File: src/rtl/control_sequencer.sv
// Hard-wired fetch/execute sequencer for 3-operand ALU instructions, with halt/start control,
// a memory-wait timeout and a retired-instruction counter.
module control_sequencer #(
  parameter int unsigned NUM_REGS    = 16,
  parameter int unsigned MEM_TIMEOUT = 15
) (
  input  logic                Clock,
  input  logic                Reset_n,
  input  logic                Start,
  input  logic                Stop,
  input  logic [31:0]         IR_Q,
  input  logic                Mem_Ready,
  output logic                PC_Out,
  output logic                MAR_In,
  output logic                IncPC,
  output logic                PC_In,
  output logic                Read,
  output logic                MDR_In,
  output logic                MDR_Out,
  output logic                IR_In,
  output logic                Y_In,
  output logic                Z_In,
  output logic                ZLO_Out,
  output logic [4:0]          CONTROL,
  output logic [NUM_REGS-1:0] R_In,
  output logic [NUM_REGS-1:0] R_Out,
  output logic                Run,
  output logic                Fault,
  output logic [31:0]         Instr_Count
);

  typedef enum logic [3:0] {
    StHalt, StT0, StT1, StT2, StT3, StT4, StT5, StT6, StFault
  } state_e;

  state_e      state_q;
  logic [3:0]  wait_q;
  logic [31:0] count_q;

  logic [4:0] op;
  logic [3:0] ra, rb, rc;
  logic       is_alu, is_nop, is_halt;
  logic       unused_ir;

  assign op        = IR_Q[31:27];
  assign ra        = IR_Q[26:23];
  assign rb        = IR_Q[22:19];
  assign rc        = IR_Q[18:15];
  assign unused_ir = ^IR_Q[14:0];
  assign is_alu    = (op <= 5'h0C);
  assign is_nop    = (op == 5'h1A);
  assign is_halt   = (op == 5'h1B);

  always_ff @(posedge Clock or negedge Reset_n) begin
    if (!Reset_n) begin
      state_q <= StHalt;
      wait_q  <= '0;
      count_q <= '0;
    end else begin
      unique case (state_q)
        StHalt: if (Start) state_q <= StT0;
        StT0:   state_q <= StT1;
        StT1:   state_q <= StT2;
        StT2: begin
          if (Mem_Ready) begin
            state_q <= StT3;
            wait_q  <= '0;
          end else if (wait_q == 4'(MEM_TIMEOUT - 1)) begin
            state_q <= StFault;
            wait_q  <= '0;
          end else begin
            wait_q <= wait_q + 4'd1;
          end
        end
        StT3: state_q <= StT4;
        StT4: begin
          if (is_alu) begin
            state_q <= StT5;
          end else if (is_nop || is_halt) begin
            count_q <= count_q + 32'd1;
            state_q <= (Stop || is_halt) ? StHalt : StT0;
          end else begin
            state_q <= StFault;
          end
        end
        StT5: state_q <= StT6;
        StT6: begin
          count_q <= count_q + 32'd1;
          state_q <= Stop ? StHalt : StT0;
        end
        StFault: state_q <= StFault;
        default: state_q <= StHalt;
      endcase
    end
  end

  // Strobes decode from state; T4/T5/T6 also use the IR fields, which are stable from T4 on.
  always_comb begin
    PC_Out  = 1'b0;
    MAR_In  = 1'b0;
    IncPC   = 1'b0;
    PC_In   = 1'b0;
    Read    = 1'b0;
    MDR_In  = 1'b0;
    MDR_Out = 1'b0;
    IR_In   = 1'b0;
    Y_In    = 1'b0;
    Z_In    = 1'b0;
    ZLO_Out = 1'b0;
    CONTROL = 5'd0;
    R_In    = '0;
    R_Out   = '0;
    unique case (state_q)
      StT0: begin
        PC_Out = 1'b1;
        MAR_In = 1'b1;
        IncPC  = 1'b1;
        Z_In   = 1'b1;
      end
      StT1: begin
        ZLO_Out = 1'b1;
        PC_In   = 1'b1;
      end
      StT2: begin
        Read   = 1'b1;
        MDR_In = Mem_Ready;
      end
      StT3: begin
        MDR_Out = 1'b1;
        IR_In   = 1'b1;
      end
      StT4: begin
        if (is_alu) begin
          R_Out = NUM_REGS'(1) << rb;
          Y_In  = 1'b1;
        end
      end
      StT5: begin
        R_Out   = NUM_REGS'(1) << rc;
        CONTROL = op;
        Z_In    = 1'b1;
      end
      StT6: begin
        ZLO_Out = 1'b1;
        R_In    = NUM_REGS'(1) << ra;
      end
      default: ;
    endcase
  end

  assign Run         = (state_q != StHalt) && (state_q != StFault);
  assign Fault       = (state_q == StFault);
  assign Instr_Count = count_q;

endmodule
File: config.mk
export PLATFORM = sky130hd
export DESIGN_NAME = control_sequencer
export DESIGN_NICKNAME = d
export VERILOG_FILES = /design/src/rtl/control_sequencer.sv
export SDC_FILE = /design/constraint.sdc
export NUM_CORES = 1
export LEC_CHECK = 0
export ABC_AREA = 1
export CAP_MARGIN = 25
export CORE_MARGIN = 8
export CORE_UTILIZATION = 40
export CTS_CLUSTER_SIZE = 28
export DETAILED_ROUTE_END_ITERATION = 12
export HOLD_SLACK_MARGIN = 0.15
export PLACE_DENSITY = 0.8
export SETUP_SLACK_MARGIN = 0.05
export SYNTH_ARGS = -nofsm -noshare
export SYNTH_HDL_FRONTEND = slang
export SYNTH_SLANG_ARGS = --single-unit
File: constraint.sdc
create_clock -name Clock -period 3.8 [get_ports Clock]
set_input_delay 0.38 -clock Clock [delete_from_list [all_inputs] [get_ports Clock]]
set_output_delay 0.38 -clock Clock [all_outputs]
set_load 0.01 [all_outputs]
# Word level (Yosys, flattened, before mapping)
# Cells that the tools add are included.
# op_classes
n_reduce_logical,10
order_cmp,1
bitwise,0
n_div,0
n_addsub,2
n_mux,26
n_eq_ne,16
shifts,3
n_mul,0
# ops
op,n
32-bit two-way mux,2
32-bit case mux with 2 select lines,1
1-bit by 4-bit << shifter with 16-bit output (first input constant),3
4-bit case mux with 9 select lines,1
32-bit by 1-bit adder with 32-bit output (second input constant),1
16-bit two-way mux,2
16-bit case mux with 2 select lines,1
4-bit two-way mux,7
4-bit by 3-bit == test with 1-bit output (second input constant),4
1-bit two-way mux,11
5-bit == test (second input constant),2
4-bit by 2-bit == test with 1-bit output (second input constant),2
4-bit == test (second input constant),2
2-bit inequality test (second input constant),3
5-bit by 4-bit <= comparator with 1-bit output (second input constant),1
5-bit two-way mux,1
4-bit by 1-bit adder with 4-bit output (second input constant),1
4-bit by 1-bit == test with 1-bit output (second input constant),1
4-bit logical NOT,1
4-bit inequality test (second input constant),1
4-bit nonzero test,1
2-bit OR reduction,2
3-bit inequality test (second input constant),1
3-bit AND reduction,1
4 further kinds,5
# word_totals
ramBits,0
n_memories,0
ff_bits,40
rom_bits,0
word_cells,61
latchBits,0

# Depth between registers and ports, before layout
# Gate-level depths: netlist of the first run.
# logic_depth
ltp_word,6
mapped_depth,10
ltp_nobuf,10

# Worst setup path after synthesis of the first run
# OpenSTA, ideal clock, no wires.
# synth_timing
path_type,register to output
start,register state_q[1]
end,output port R_Out[13]
path_slack_ns,2.032
n_path_buf,0
stages_incl_launch_ff,8
arrival_time_ns,1.388
path_cell_list,dfrtp_1 -> inv_2 -> nand2_2 -> nor2_4 -> nand3_2 -> inv_1 -> nand2_1 -> o21ai_0
# synth_between
elab_chain_cells,2
word_cells_on_any_way,3
# synth_lines
item,line_no,rtl
from (decl),36,state_e state_q;
from (signal assigned),56,state_q <= StHalt;
from (signal assigned),61,StHalt: if (Start) state_q <= StT0;
from (signal assigned),62,StT0: state_q <= StT1;
4-bit by 3-bit == test with 1-bit output,113,unique case (state_q)
16-bit case mux with 2 select lines (*),113,
to (decl),26,"output logic [NUM_REGS-1:0] R_Out,"
# Every way passes the cells marked *; elsewhere a longest branch is shown, timed or not.

# Worst setup path after layout of the first run
# layout_timing
start,register state_q[1]
end,output port R_Out[9]
# The elaborated chain is that of the path after synthesis.

==> reports/results.md, run 1 <==
| Step | Result | Reported |
|:---|:---|:---|
| floorplanning | Area of the die | 10900 um2 |
| cells and area | Fraction of layout instances using a drive strength above 1 | 5.11% |
| cells and area | Diode insertion count for antenna repair | 0 |
| worst setup path | Delay of the slowest critical-path stage | 0.60 ns |
| sta | Max transition margin | 40.3% |
| clock tree | Clock tree root driver cell | sky130_fd_sc_hd__clkbuf_8 |
| floorplanning | Number of cell rows | 32 |
| worst setup path | Arr. time, crit path | 2.40 ns |
| status | Status | completed |
| grt | Via count of the first global-routing pass | 3527 |
| floorplanning | Effective utilization at floorplan | 40.7% |
| worst setup path | Required time of the worst setup path | 3.42 ns |
| detailed routing | Number of nets with antenna violations after detailed routing | 0 |
| worst setup path | Crit path cell chain | inv_2, nand2_2, nor2_4, nand3_2, inv_1, nand2_1, o21ai_0, clkdlybuf4s50_1 |
| clock tree | Count of hold-fix buffers inserted at cts | 0 |
| cells and area | Total area of multi-input combinational cells | 1820 um2 |
| sta | Max-slew violation count | 0 |
| sta | Unrepaired setup endpoints after global routing | no |
| clock tree | Clock Sinks | 40 |
| floorplanning | Chip Width | 104 um |
| synth | Post-synthesis sequential area ratio | 32.1% |
| sta | Tmin final | 2.78 ns |
| synth | Post-Synthesis Net Count | 545 |
| worst setup path | Worst-path maximum fanout | 8 |
| sta | Post-route clock skew | 0.00737 ns |
| clock tree | Clock tree from TritonCTS | built |
| clock tree | H-tree levels | 2 |
| sta | Achievable frequency | 360 MHz |
| sta | Final count of negative-setup-slack endpoints | 0 |
| cells and area | Number of nets in the final layout | 646 |
| pwr | Total leakage power | 0.00192 uW |
| synth | Mapped cell area | 3120 um2 |
| job | Max-cap violation count | 0 |
| grt | Overflow left after global routing | 0 |
| worst setup path | CP Capture Type | primary output |
| cells and area | Post-Layout Inst Area | 4320 um2 |
| grt | Number of antenna violations at the first check in global routing | 0 |
| detailed routing | DRT Wirelength | 9.39 mm |
| worst setup path | Kind of cell adding the most delay to the critical path | buffers and inverters |
| clock tree | Total of cells resized after clock tree synthesis | 0 |
| placed design | Hpwl dp | 7.46 mm |
| floorplanning | Die height | 104 um |
| pwr | Total Power | 1510 uW |
| cells and area | Count of fill cells added during filler insertion | 704 |
| sta | Count of final hold-check violations | 0 |
| min path | Worst min path class | input pin to async pin |
| detailed routing | DRC | 0 |
| clock tree | Later-pin clock latency in the skew report | 0.30 ns |
| synth | Number of warning messages in the yosys log | 0 |
| floorplanning | Number of ports placed on the die boundary | 119 |
| sta | Portion of the clock cycle consumed by the worst path in the final layout | 73.2% |
| placed design | Port bufs | 103 |
| synth | Gate count after technology mapping | 505 |
| clock tree | Total setup buffers inserted after CTS | 0 |
| grt | Maximum number of pins on one net before global-route repair | 41 |
| sta | Least-Margin Pin Slew | 0.896 ns |
| detailed routing | Wirelength per Cell | 13.2 um |
| pwr | Power Density | 349 nW/um2 |
| detailed routing | Number of vias after detailed routing | 3514 |
| cells and area | Sequential cell area | 1000 um2 |
| worst setup path | Worst Path Class, Setup | register to primary output |
| detailed routing | Violation count after the first detailed-route iteration | 153 |
| synth | Per-instance average area after synthesis | 6.17 um2 |
| clock tree | Maximum buffer depth of the clock tree | 2 |
| floorplanning | Area of the core | 7650 um2 |
| worst setup path | Slowest cell on the critical path | sky130_fd_sc_hd__clkdlybuf4s50_1 |
| pwr | Peak supply drop | 0.000264 V |
| grt | Global-route wire length before repair | 16.0 mm |
| worst setup path | Startpoint kind of the worst setup timing path | register |
| cells and area | Area growth from synthesis to final layout | 38.7% |
| sta | Post-Route Setup TNS | 0 ns |
| clock tree | Post-CTS clock slew at the launch and capture registers of the worst setup and hold paths | 0.08 ns |
| placed design | Placement-stage cell area | 4210 um2 |
| synth | Number of distinct library cells after synthesis | 27 |
| synth | Flip-flop and latch count after synthesis | 40 |
| detailed routing | Iteration count of the initial detailed-routing pass | 5 |
| worst setup path | Critical path buffer and inverter count | 3 |
| detailed routing | DR vias/cell | 4.96 |
| placed design | Final weighted congestion of routability-driven global placement | 0.908 |
| grt | Overall routing resource usage | 17.3% |
| clock tree | Number of CTS-inserted buffers | 5 |
[path summary, 6_finish.rpt]
path                                      from              end  slack, ns  cells after the start
worst max-delay path                state_q[1]         R_Out[9]       1.02                      8
worst min-delay path                   Reset_n   Instr_Count[8]       0.20                      1
worst max register to register      state_q[0]  Instr_Count[15]       1.90                      7
worst min register to register  Instr_Count[4]   Instr_Count[4]       0.54                      1
max in group asynchronous              Reset_n  Instr_Count[23]       3.04                      1
min in group Clock              Instr_Count[4]   Instr_Count[4]       0.54                      1
[through the flow]
step	util (%)	setup WS (ns)	cells	hold slack [ns]
2_1_floorplan	-	2.03	505	0.0844
3_3_place_gp	55.0	1.14	701	0.514
3_5_place_dp	55.0	1.15	701	0.513
4_1_cts	56.5	1.05	709	0.244
5_1_grt	56.5	0.824	709	0.261
6_report	56.5	1.02	709	0.199
[flip-flops by register name (all words and copies together), names as in the netlist]
| signal | flops |
|---|---|
| Instr_Count | 32 |
| wait_q | 4 |
| state_q | 4 |
[logic make-up (layout without fill, tap and decap cells)]
group	Yosys count	in the layout	share of synthesized area (%)
AO/OA/AOI/OAI	25	25	5.94
XOR/XNOR	19	19	5.34
flip-flops	40	40	32.1
buffers and inverters	69	171	9.36
adder cells (fa/ha/maj)	3	3	1.20
AND/OR/NAND/NOR	349	349	46.0
[synth_stat cells, drive strengths merged]
cell,n,area [um2]
a21oi,1,8.76
a31oi,1,6.26
and3,1,6.26
buf,9,66.3
clkbuf,1,3.75
dfrtp,40,1000
ha,3,37.5
inv,59,221
nand2,194,736
nand3,51,270
nand4,1,6.26
nor2,91,357
nor3,8,40.0
o21ai,13,76.3
o22ai,10,93.8
or2,3,18.8
xnor2,4,35.0
xor2,15,131
[power by group]
part / switching, uW / leakage, uW / internal [uW] / total (uW)
Sequential: 75.1 / 0.000541 / 482 / 557
Combinational: 330 / 0.00132 / 259 / 589
Clock: 167 / 0.0000548 / 198 / 365
[routing by layer]
metal  wire, um  part of all wire [%]  global-route usage, %  up-vias
li1           -                     -                      -     1759
met1       4000                    43                   19.6     1575
met2       4230                    45                   29.1      152
met3        924                   9.8                   7.00       28
met4        232                   2.5                   5.17        0
met5          0                     0                      0        -
[cell type report]
type                            instances  area share [%]
Tap cell                              102            2.95
Clock inverter                          3            1.07
Inverter                               59            5.12
Sequential cell                        40            23.2
Clock buffer                            5            1.59
Timing Repair Buffer                  104            23.9
Multi-Input combinational cell        396            42.2
[placed cells by master, fill, tap and decap left out, types with 2 or more instances in the layout]
cell type	Yosys	routed
sky130_fd_sc_hd__nand3_2	3	3
sky130_fd_sc_hd__nand2_1	191	191
sky130_fd_sc_hd__ha_1	3	3
sky130_fd_sc_hd__o22ai_1	5	5
sky130_fd_sc_hd__inv_2	3	3
sky130_fd_sc_hd__nand2_2	3	3
sky130_fd_sc_hd__xor2_1	15	15
sky130_fd_sc_hd__o22ai_2	5	5
sky130_fd_sc_hd__clkbuf_8	0	5
sky130_fd_sc_hd__nor2_1	89	89
sky130_fd_sc_hd__nor3_1	8	8
sky130_fd_sc_hd__nand3_1	48	48
sky130_fd_sc_hd__o21ai_0	10	10
sky130_fd_sc_hd__clkdlybuf4s50_1	0	102
sky130_fd_sc_hd__nor2_4	2	2
sky130_fd_sc_hd__xnor2_1	4	4
sky130_fd_sc_hd__inv_1	56	56
sky130_fd_sc_hd__or2_1	2	2
sky130_fd_sc_hd__dfrtp_1	40	40
sky130_fd_sc_hd__o21ai_2	3	3
(Power assumes the default switching activity.)
==> run 2: changes to the inputs <==
==> constraint.sdc (replaced) <==
create_clock -name Clock -period 2.6 [get_ports Clock]
set_input_delay 0.26 -clock Clock [delete_from_list [all_inputs] [get_ports Clock]]
set_output_delay 0.26 -clock Clock [all_outputs]
set_load 0.01 [all_outputs]
==> run 2 against run 1 <==
Against the previous run: cell area rose by 0.69%; final cell count up 0.14%; wire length decreased by 1.4%; count of clock-buffer cells in the layout rose by 1; die area is the same; sequential share of layout area down 0.10 points; clock power up 22%; clock skew up 0.00081 ns; worst setup slack worse by 0.84 ns; global-route usage increased by 0.27 points; critical path depth down 1; critical path type unchanged; critical endpoint is now R_Out[4]; largest power group unchanged; highest routed layer unchanged.
==> reports/results.md, run 2 (synthesized netlist as in run 1, its figures left out) <==
| Step | Result | Reported | Change |
|:---|:---|:---|:---|
| status | Status | completed | unchanged |
| worst setup path | Crit path depth | 7 | was 8 |
| cells and area | Number of nets in the final layout | 647 | was 646 |
| floorplanning | Number of ports placed on the die boundary | 119 | unchanged |
| floorplanning | Effective utilization at floorplan | 40.7% | unchanged |
| clock tree | Maximum buffer depth of the clock tree | 2 | unchanged |
| grt | Maximum number of pins on one net before global-route repair | 41 | unchanged |
| pwr | Logic pwr share | 40.6% | was 39.0% |
| pwr | Switching power as a share of total power | 38.8% | was 37.9% |
| pwr | Power Density | 489 nW/um2 | was 349 nW/um2 |
| clock tree | Clock tree from TritonCTS | built | unchanged |
| floorplanning | Number of cell rows | 32 | unchanged |
| cells and area | Commonest non-fill, non-tap cells in the layout | sky130_fd_sc_hd__nand2_1 (190), sky130_fd_sc_hd__clkdlybuf4s50_1 (93), sky130_fd_sc_hd__nor2_1 (88) | was sky130_fd_sc_hd__nand2_1 (191), sky130_fd_sc_hd__clkdlybuf4s50_1 (102), sky130_fd_sc_hd__nor2_1 (89) |
| detailed routing | Number of vias after detailed routing | 3468 | was 3514 |
| pwr | Sequential fraction of design power | 38.4% | was 36.9% |
| worst setup path | Number of cells on the worst reg-to-reg path | 10 | was 7 |
| detailed routing | DRC | 0 | unchanged |
| placed design | Port bufs | 103 | unchanged |
| sta | Post-Route Setup TNS | 0 ns | unchanged |
| sta | Unrepaired setup endpoints after global routing | no | unchanged |
| worst setup path | Worst-path maximum fanout | 8 | unchanged |
| cells and area | Diode insertion count for antenna repair | 0 | unchanged |
| sta | Portion of the clock cycle consumed by the worst path in the final layout | 93.0% |  |
| worst setup path | Arr. time, crit path | 2.16 ns | was 2.40 ns |
| worst setup path | CP Capture Type | primary output | unchanged |
| worst setup path | Crit path cell chain | inv_2, nand2_2, nor2_4, nand3_2, or2_4, o22ai_2, clkdlybuf4s50_1 | was inv_2, nand2_2, nor2_4, nand3_2, inv_1, nand2_1, o21ai_0, clkdlybuf4s50_1 |
| worst setup path | Slowest cell on the critical path | sky130_fd_sc_hd__clkdlybuf4s50_1 | unchanged |
| detailed routing | Wirelength per Cell | 13.0 um | was 13.2 um |
| worst setup path | Delay of the slowest critical-path stage | 0.56 ns | was 0.60 ns |
| floorplanning | Die height | 104 um | unchanged |
| clock tree | Number of CTS-inserted buffers | 5 | unchanged |
| grt | Overall routing resource usage | 17.6% | was 17.3% |
| cells and area | Most common cell after layout, fill and taps aside | sky130_fd_sc_hd__nand2_1 | unchanged |
| clock tree | H-tree levels | 2 | unchanged |
| pwr | Clock Power Share | 21.0% | was 24.1% |
| job | Max-cap violation count | 0 | unchanged |
| sta | Tmin final | 2.42 ns |  |
| clock tree | Clock tree root driver cell | sky130_fd_sc_hd__clkbuf_8 | unchanged |
| min path | Worst min path class | register to register | was input pin to async pin |
| cells and area | Count of fill cells added during filler insertion | 709 | was 704 |
| cells and area | Number of flip-flops in the largest register | 32 | unchanged |
| sta | Least-Margin Pin Slew | 0.874 ns | was 0.896 ns |
| sta | Count of final hold-check violations | 0 | unchanged |
| grt | Overflow left after global routing | 0 | unchanged |
| pwr | Peak supply drop | 0.000480 V | was 0.000264 V |
| pwr | P_sw | 824 uW | was 572 uW |
| cells and area | Area growth from synthesis to final layout | 39.7% | was 38.7% |
| pwr | Total Power | 2130 uW | was 1510 uW |
| sta | Max transition margin | 41.7% | was 40.3% |
| placed design | Final weighted congestion of routability-driven global placement | 0.912 | was 0.908 |
| worst setup path | Kind of cell adding the most delay to the critical path | simple AND/OR/NAND/NOR gates | was buffers and inverters |
| detailed routing | Violation count after the first detailed-route iteration | 161 | was 153 |
| worst setup path | Critical path buffer and inverter count | 2 | was 3 |
| placed design | Hpwl dp | 7.49 mm | was 7.46 mm |
| floorplanning | Area of the core | 7650 um2 | unchanged |
| sta | Post-route clock skew | 0.00819 ns | was 0.00737 ns |
| floorplanning | Chip Width | 104 um | unchanged |
| cells and area | Fraction of layout instances using a drive strength above 1 | 5.92% | was 5.11% |
| worst setup path | Required time of the worst setup path | 2.34 ns | was 3.42 ns |
| worst setup path | Worst Path Class, Setup | register to primary output | unchanged |
| clock tree | Later-pin clock latency in the skew report | 0.29 ns | was 0.30 ns |
| grt | Number of antenna violations at the first check in global routing | 0 | unchanged |
| sta | Achievable frequency | 414 MHz |  |
| worst setup path | Startpoint kind of the worst setup timing path | register | unchanged |
| floorplanning | Area of the die | 10900 um2 | unchanged |
| clock tree | Clock Sinks | 40 | unchanged |
| clock tree | Total setup buffers inserted after CTS | 0 | unchanged |
| grt | Global-route wire length before repair | 16.2 mm | was 16.0 mm |
| sta | Max-slew violation count | 0 | unchanged |
| detailed routing | DR vias/cell | 4.88 | was 4.96 |
| grt | Via count of the first global-routing pass | 3563 | was 3527 |
| detailed routing | DRT Wirelength | 9.26 mm | was 9.39 mm |
| detailed routing | Iteration count of the initial detailed-routing pass | 4 | was 5 |
| pwr | Cell internal pwr | 1300 uW | was 939 uW |
| sta | Final count of negative-setup-slack endpoints | 0 | unchanged |
| clock tree | Post-CTS clock slew at the launch and capture registers of the worst setup and hold paths | 0.08 ns | about the same |
| min path | Worst hold path depth | 2 |  |
| detailed routing | Number of nets with antenna violations after detailed routing | 0 | unchanged |
| pwr | Total leakage power | 0.00208 uW | was 0.00192 uW |
==> run 2: per-stage QoR <==
stage / cell area (um2) / util [%] / setup WS (ns) / instances / hold slack, ns
5_1_grt: 4350 / 56.9 / 0.0546 / 710 / 0.555
3_3_place_gp: 4210 / 55.0 / 0.196 / 701 / 0.427
6_report: 4350 / 56.9 / 0.182 / 710 / 0.538
2_1_floorplan: 3120 / - / 0.952 / 505 / -0.0356
4_1_cts: 4320 / 56.4 / 0.0275 / 710 / 0.536
3_5_place_dp: 4210 / 55.0 / 0.187 / 701 / 0.435
==> run 2: power groups by stage <==
| stage | Combinational [uW] | Clock [uW] | Sequential, uW |
|---|---|---|---|
| final | 863 | 446 | 817 |
| after detailed placement | 860 | 0 | 824 |
| after CTS | 869 | 455 | 812 |
| after global placement | 845 | 0 | 818 |
| after global routing | 962 | 484 | 832 |
| after floorplan | 490 | 0 | 816 |
==> run 2: path summary, 6_finish.rpt <==
check | startpoint | to | slack (ns)
max | state_q[1] | R_Out[4] | 0.18
min | Instr_Count[31] | Instr_Count[31] | 0.54
max reg2reg | Instr_Count[1] | Instr_Count[30] | 0.78
min reg2reg | Instr_Count[31] | Instr_Count[31] | 0.54
max in group asynchronous | Reset_n | state_q[1] | 1.38
min in group asynchronous | Reset_n | Instr_Count[10] | 0.62
==> run 2: worst reg2reg max path: cells and delay by family, from the launching register on <==
family        cells  cell delay (ns)
fa+ha+maj         1             0.26
buf+inv           1             0.09
simple gates      8             0.94
flops             1             0.42
==> run 2: layout make-up <==
class                      count  area [um2]  area share (%)
multi-input combinational    396        1840            42.2
timing repair buffer         105        1070            24.5
sequential                    40        1000            23.1
inverter                      59         221            5.09
tap                          102         128            2.93
clock buffer                   6        82.6            1.90
clock inverter                 2        15.0           0.345
==> run 2: repair_timing <==
| item | in CTS | in global routing |
|---|---|---|
| setup endpoints to repair | 7 | 31 |
| hold endpoints to repair | 40 | 0 |
| hold buffers | 1 | 0 |
| resized for setup | 2 | 15 |
==> run 2: metal layers <==
layer  wire length (um)  GRT usage (%)  up-vias
met5                  0              0        -
met4                242           6.00        0
met3                895           6.94       22
met2               4150           28.7      122
met1               3980           20.4     1555
li1                   -              -     1769
==> run 3: changes to the inputs <==
--- a/config.mk
+++ b/config.mk
@@ -6,11 +6,12 @@
 export NUM_CORES = 1
 export LEC_CHECK = 0
 export ABC_AREA = 1
-export CAP_MARGIN = 25
+export CAP_MARGIN = 0
 export CORE_MARGIN = 8
 export CORE_UTILIZATION = 40
 export CTS_CLUSTER_SIZE = 28
 export DETAILED_ROUTE_END_ITERATION = 12
+export GPL_TIMING_DRIVEN = 0
 export HOLD_SLACK_MARGIN = 0.15
 export PLACE_DENSITY = 0.8
 export SETUP_SLACK_MARGIN = 0.05
==> run 3 against run 2 <==
Against the previous run: core utilization grew 1.6 points; non-clock buffer count grew 10; worst setup slack worse by 0.043 ns; clock skew increased by 0.00074 ns; critical endpoint is now R_Out[5].
==> reports/results.md, run 3 (synthesized netlist as in run 1, its figures left out) <==
| Step | Result | Reported | Change |
|:---|:---|:---|:---|
| clock tree | Post-CTS clock slew at the launch and capture registers of the worst setup and hold paths | 0.08 ns | about the same |
| clock tree | H-tree levels | 2 | unchanged |
| sta | Post-Route Setup TNS | 0 ns | unchanged |
| detailed routing | DR vias/cell | 4.93 | was 4.88 |
| grt | Maximum number of pins on one net before global-route repair | 41 | unchanged |
| worst setup path | Terminus of the critical flop-to-flop path | Instr_Count[30] | unchanged |
| clock tree | Clock Sinks | 40 | unchanged |
| cells and area | Post-Layout Cell Count | 720 | was 710 |
| min path | Worst min path class | register to register | unchanged |
| worst setup path | Start of the worst register-to-register path | Instr_Count[1] | unchanged |
| floorplanning | Area of the die | 10900 um2 | unchanged |
| cells and area | Area growth from synthesis to final layout | 43.5% | was 39.7% |
| detailed routing | Iteration count of the initial detailed-routing pass | 4 | unchanged |
| placed design | Final weighted congestion of routability-driven global placement | 0.926 | was 0.912 |
| status | Status | completed | unchanged |
| sta | Tmin final | 2.46 ns | was 2.42 ns |
| sta | Max-slew violation count | 0 | unchanged |
| worst setup path | Worst-path maximum fanout | 8 | unchanged |
| worst setup path | Required time of the worst setup path | 2.34 ns | about the same |
| pwr | Total leakage power | 0.00227 uW | was 0.00208 uW |
| sta | Unrepaired setup endpoints after global routing | no | unchanged |
| worst setup path | CP Capture Type | primary output | unchanged |
| min path | Worst hold path depth | 1 | was 2 |
| cells and area | Number of flip-flops in the largest register | 32 | unchanged |
| grt | Overall routing resource usage | 18.1% | was 17.6% |
| floorplanning | Number of cell rows | 32 | unchanged |
| worst setup path | Arr. time, crit path | 2.20 ns | was 2.16 ns |
| sta | Final count of negative-setup-slack endpoints | 0 | unchanged |
| grt | Global-route wire length before repair | 16.6 mm | was 16.2 mm |
| placed design | Placement-stage cell area | 4260 um2 | was 4210 um2 |
| grt | Overflow left after global routing | 0 | unchanged |
| placed design | Port bufs | 102 | was 103 |
| grt | Met2 Usage GRT | 30.2% | was 28.7% |
| detailed routing | Wirelength per Cell | 13.5 um | was 13.0 um |
| clock tree | Clock tree from TritonCTS | built | unchanged |
| job | Max-cap violation count | 0 | unchanged |
| cells and area | Number of nets in the final layout | 657 | was 647 |
| detailed routing | DRT Wirelength | 9.72 mm | was 9.26 mm |
| sta | Max transition margin | 41.1% | was 41.7% |
| sta | Post-route clock skew | 0.00893 ns | was 0.00819 ns |
| detailed routing | Number of vias after detailed routing | 3548 | was 3468 |
| floorplanning | Die height | 104 um | unchanged |
| floorplanning | Area of the core | 7650 um2 | unchanged |
| pwr | Power Density | 509 nW/um2 | was 489 nW/um2 |
| sta | Portion of the clock cycle consumed by the worst path in the final layout | 94.6% | was 93.0% |
| detailed routing | DRC | 0 | unchanged |
| min path | Hold path start | Instr_Count[6] | was Instr_Count[31] |
| floorplanning | Number of ports placed on the die boundary | 119 | unchanged |
| clock tree | Later-pin clock latency in the skew report | 0.31 ns | was 0.29 ns |
| worst setup path | R2R setup slack | 0.73 ns | was 0.78 ns |
| detailed routing | Violation count after the first detailed-route iteration | 163 | was 161 |
| sta | Hold WS | 0.532 ns | was 0.538 ns |
| floorplanning | Chip Width | 104 um | unchanged |
| pwr | Peak supply drop | 0.000430 V | was 0.000480 V |
| sta | Achievable frequency | 406 MHz | was 414 MHz |
| worst setup path | Number of cells on the worst reg-to-reg path | 10 | unchanged |
| detailed routing | Number of nets with antenna violations after detailed routing | 0 | unchanged |
| placed design | Number of cells in the design after placement | 709 | was 701 |
| grt | Via count of the first global-routing pass | 3746 | was 3563 |
| clock tree | Number of CTS-inserted buffers | 5 | unchanged |
| cells and area | Most common cell after layout, fill and taps aside | sky130_fd_sc_hd__nand2_1 | unchanged |
| cells and area | Post-Layout Inst Area | 4470 um2 | was 4350 um2 |
| grt | Number of antenna violations at the first check in global routing | 0 | unchanged |
| sta | Count of final hold-check violations | 0 | unchanged |
| cells and area | Commonest non-fill, non-tap cells in the layout | sky130_fd_sc_hd__nand2_1 (188), sky130_fd_sc_hd__nor2_1 (88), sky130_fd_sc_hd__clkdlybuf4s50_1 (85) | was sky130_fd_sc_hd__nand2_1 (190), sky130_fd_sc_hd__clkdlybuf4s50_1 (93), sky130_fd_sc_hd__nor2_1 (88) |
| grt | Routing layer with the top usage in global route | met2 | unchanged |
| worst setup path | Startpoint kind of the worst setup timing path | register | unchanged |
| cells and area | Fraction of layout instances using a drive strength above 1 | 7.93% | was 5.92% |
| grt | Met3 demand-to-capacity share in global routing | 8.24% | was 6.94% |
| floorplanning | Effective utilization at floorplan | 40.7% | unchanged |
| sta | Least-Margin Pin Slew | 0.884 ns | was 0.874 ns |
| clock tree | Maximum buffer depth of the clock tree | 2 | unchanged |
| cells and area | Diode insertion count for antenna repair | 0 | unchanged |
| grt | Global routing usage on met1 | 19.7% | was 20.4% |
| placed design | Hpwl dp | 7.82 mm | was 7.49 mm |
| worst setup path | Worst Path Class, Setup | register to primary output | unchanged |
| min path | End of the worst hold path | Instr_Count[6] | was Instr_Count[31] |
| clock tree | Clock tree root driver cell | sky130_fd_sc_hd__clkbuf_8 | unchanged |
## run 3: cell types whose count changed in the layout (fill, tap and decap cells not counted), moves of 2 or more
cell                              previous run  this run
sky130_fd_sc_hd__buf_2                       1         3
sky130_fd_sc_hd__buf_4                       1         8
sky130_fd_sc_hd__nand2_1                   190       188
sky130_fd_sc_hd__clkdlybuf4s50_1            93        85
sky130_fd_sc_hd__dlymetal6s2s_1              9        16
sky130_fd_sc_hd__nand2_2                     4         6
## run 3: final cells by class
| class | instances | area [um2] |
|---|---|---|
| buffer | 10 | 70.1 |
| clock buffer | 5 | 68.8 |
| clock inverter | 3 | 46.3 |
| fill | 718 | 3180 |
| inverter | 59 | 221 |
| multi-input combinational | 396 | 1850 |
| sequential | 40 | 1000 |
| tap | 102 | 128 |
| timing repair buffer | 105 | 1080 |
## run 3: per-layer routing
layer	up-vias	part of all wire, %
met5	-	0
met4	0	2.9
met3	24	10
met2	143	47
met1	1592	40
li1	1789	-
## run 3: worst max-delay path by stage
stage                     depth (start not counted)  slack, ns  startpoint         to
final                                             8       0.14  state_q[1]   R_Out[5]
after global routing                              8       0.05  state_q[3]   R_Out[5]
after CTS                                         8       0.02  state_q[0]   R_Out[9]
after detailed placement                          9       0.17    IR_Q[28]   R_Out[9]
after global placement                            9       0.16    IR_Q[28]   R_Out[9]
after floorplan                                   7       0.95  state_q[1]  R_Out[13]
## run 3: what timing repair did
action,4_1_cts,5_1_grt
hold endpoints to repair,40,0
buffers inserted,0,2
gates resized for setup,2,25
hold buffers,1,0
pin swaps,0,1
endpoints found under the setup margin,4,32
## run 3: per-stage QoR
stage	power, uW	setup WS (ns)	utilization, %
after detailed placement	1730	0.173	55.7
after global placement	1700	0.160	55.8
after floorplan	1310	0.952	-
after CTS	2280	0.0178	57.4
final	2270	0.140	58.5
after global routing	2440	0.0470	58.5
## run 3: where the power goes
| part | leakage, uW | total, uW | switching [uW] | internal (uW) |
|---|---|---|---|---|
| clock | 0.0000548 | 527 | 238 | 289 |
| sequential | 0.000539 | 824 | 116 | 708 |
| combinational | 0.00167 | 924 | 502 | 421 |
| total | 0.00227 | 2270 | 856 | 1420 |
## run 3: critical path, cell delays in order, from the launching register on
cell                              delay [ns]
sky130_fd_sc_hd__dfrtp_2                0.47
sky130_fd_sc_hd__inv_2                  0.08
sky130_fd_sc_hd__nand2_2                0.07
sky130_fd_sc_hd__nor2_4                 0.14
sky130_fd_sc_hd__nand3_2                0.10
sky130_fd_sc_hd__or2_1                  0.22
sky130_fd_sc_hd__buf_6                  0.15
sky130_fd_sc_hd__o21ai_2                0.11
sky130_fd_sc_hd__clkdlybuf4s50_1        0.55
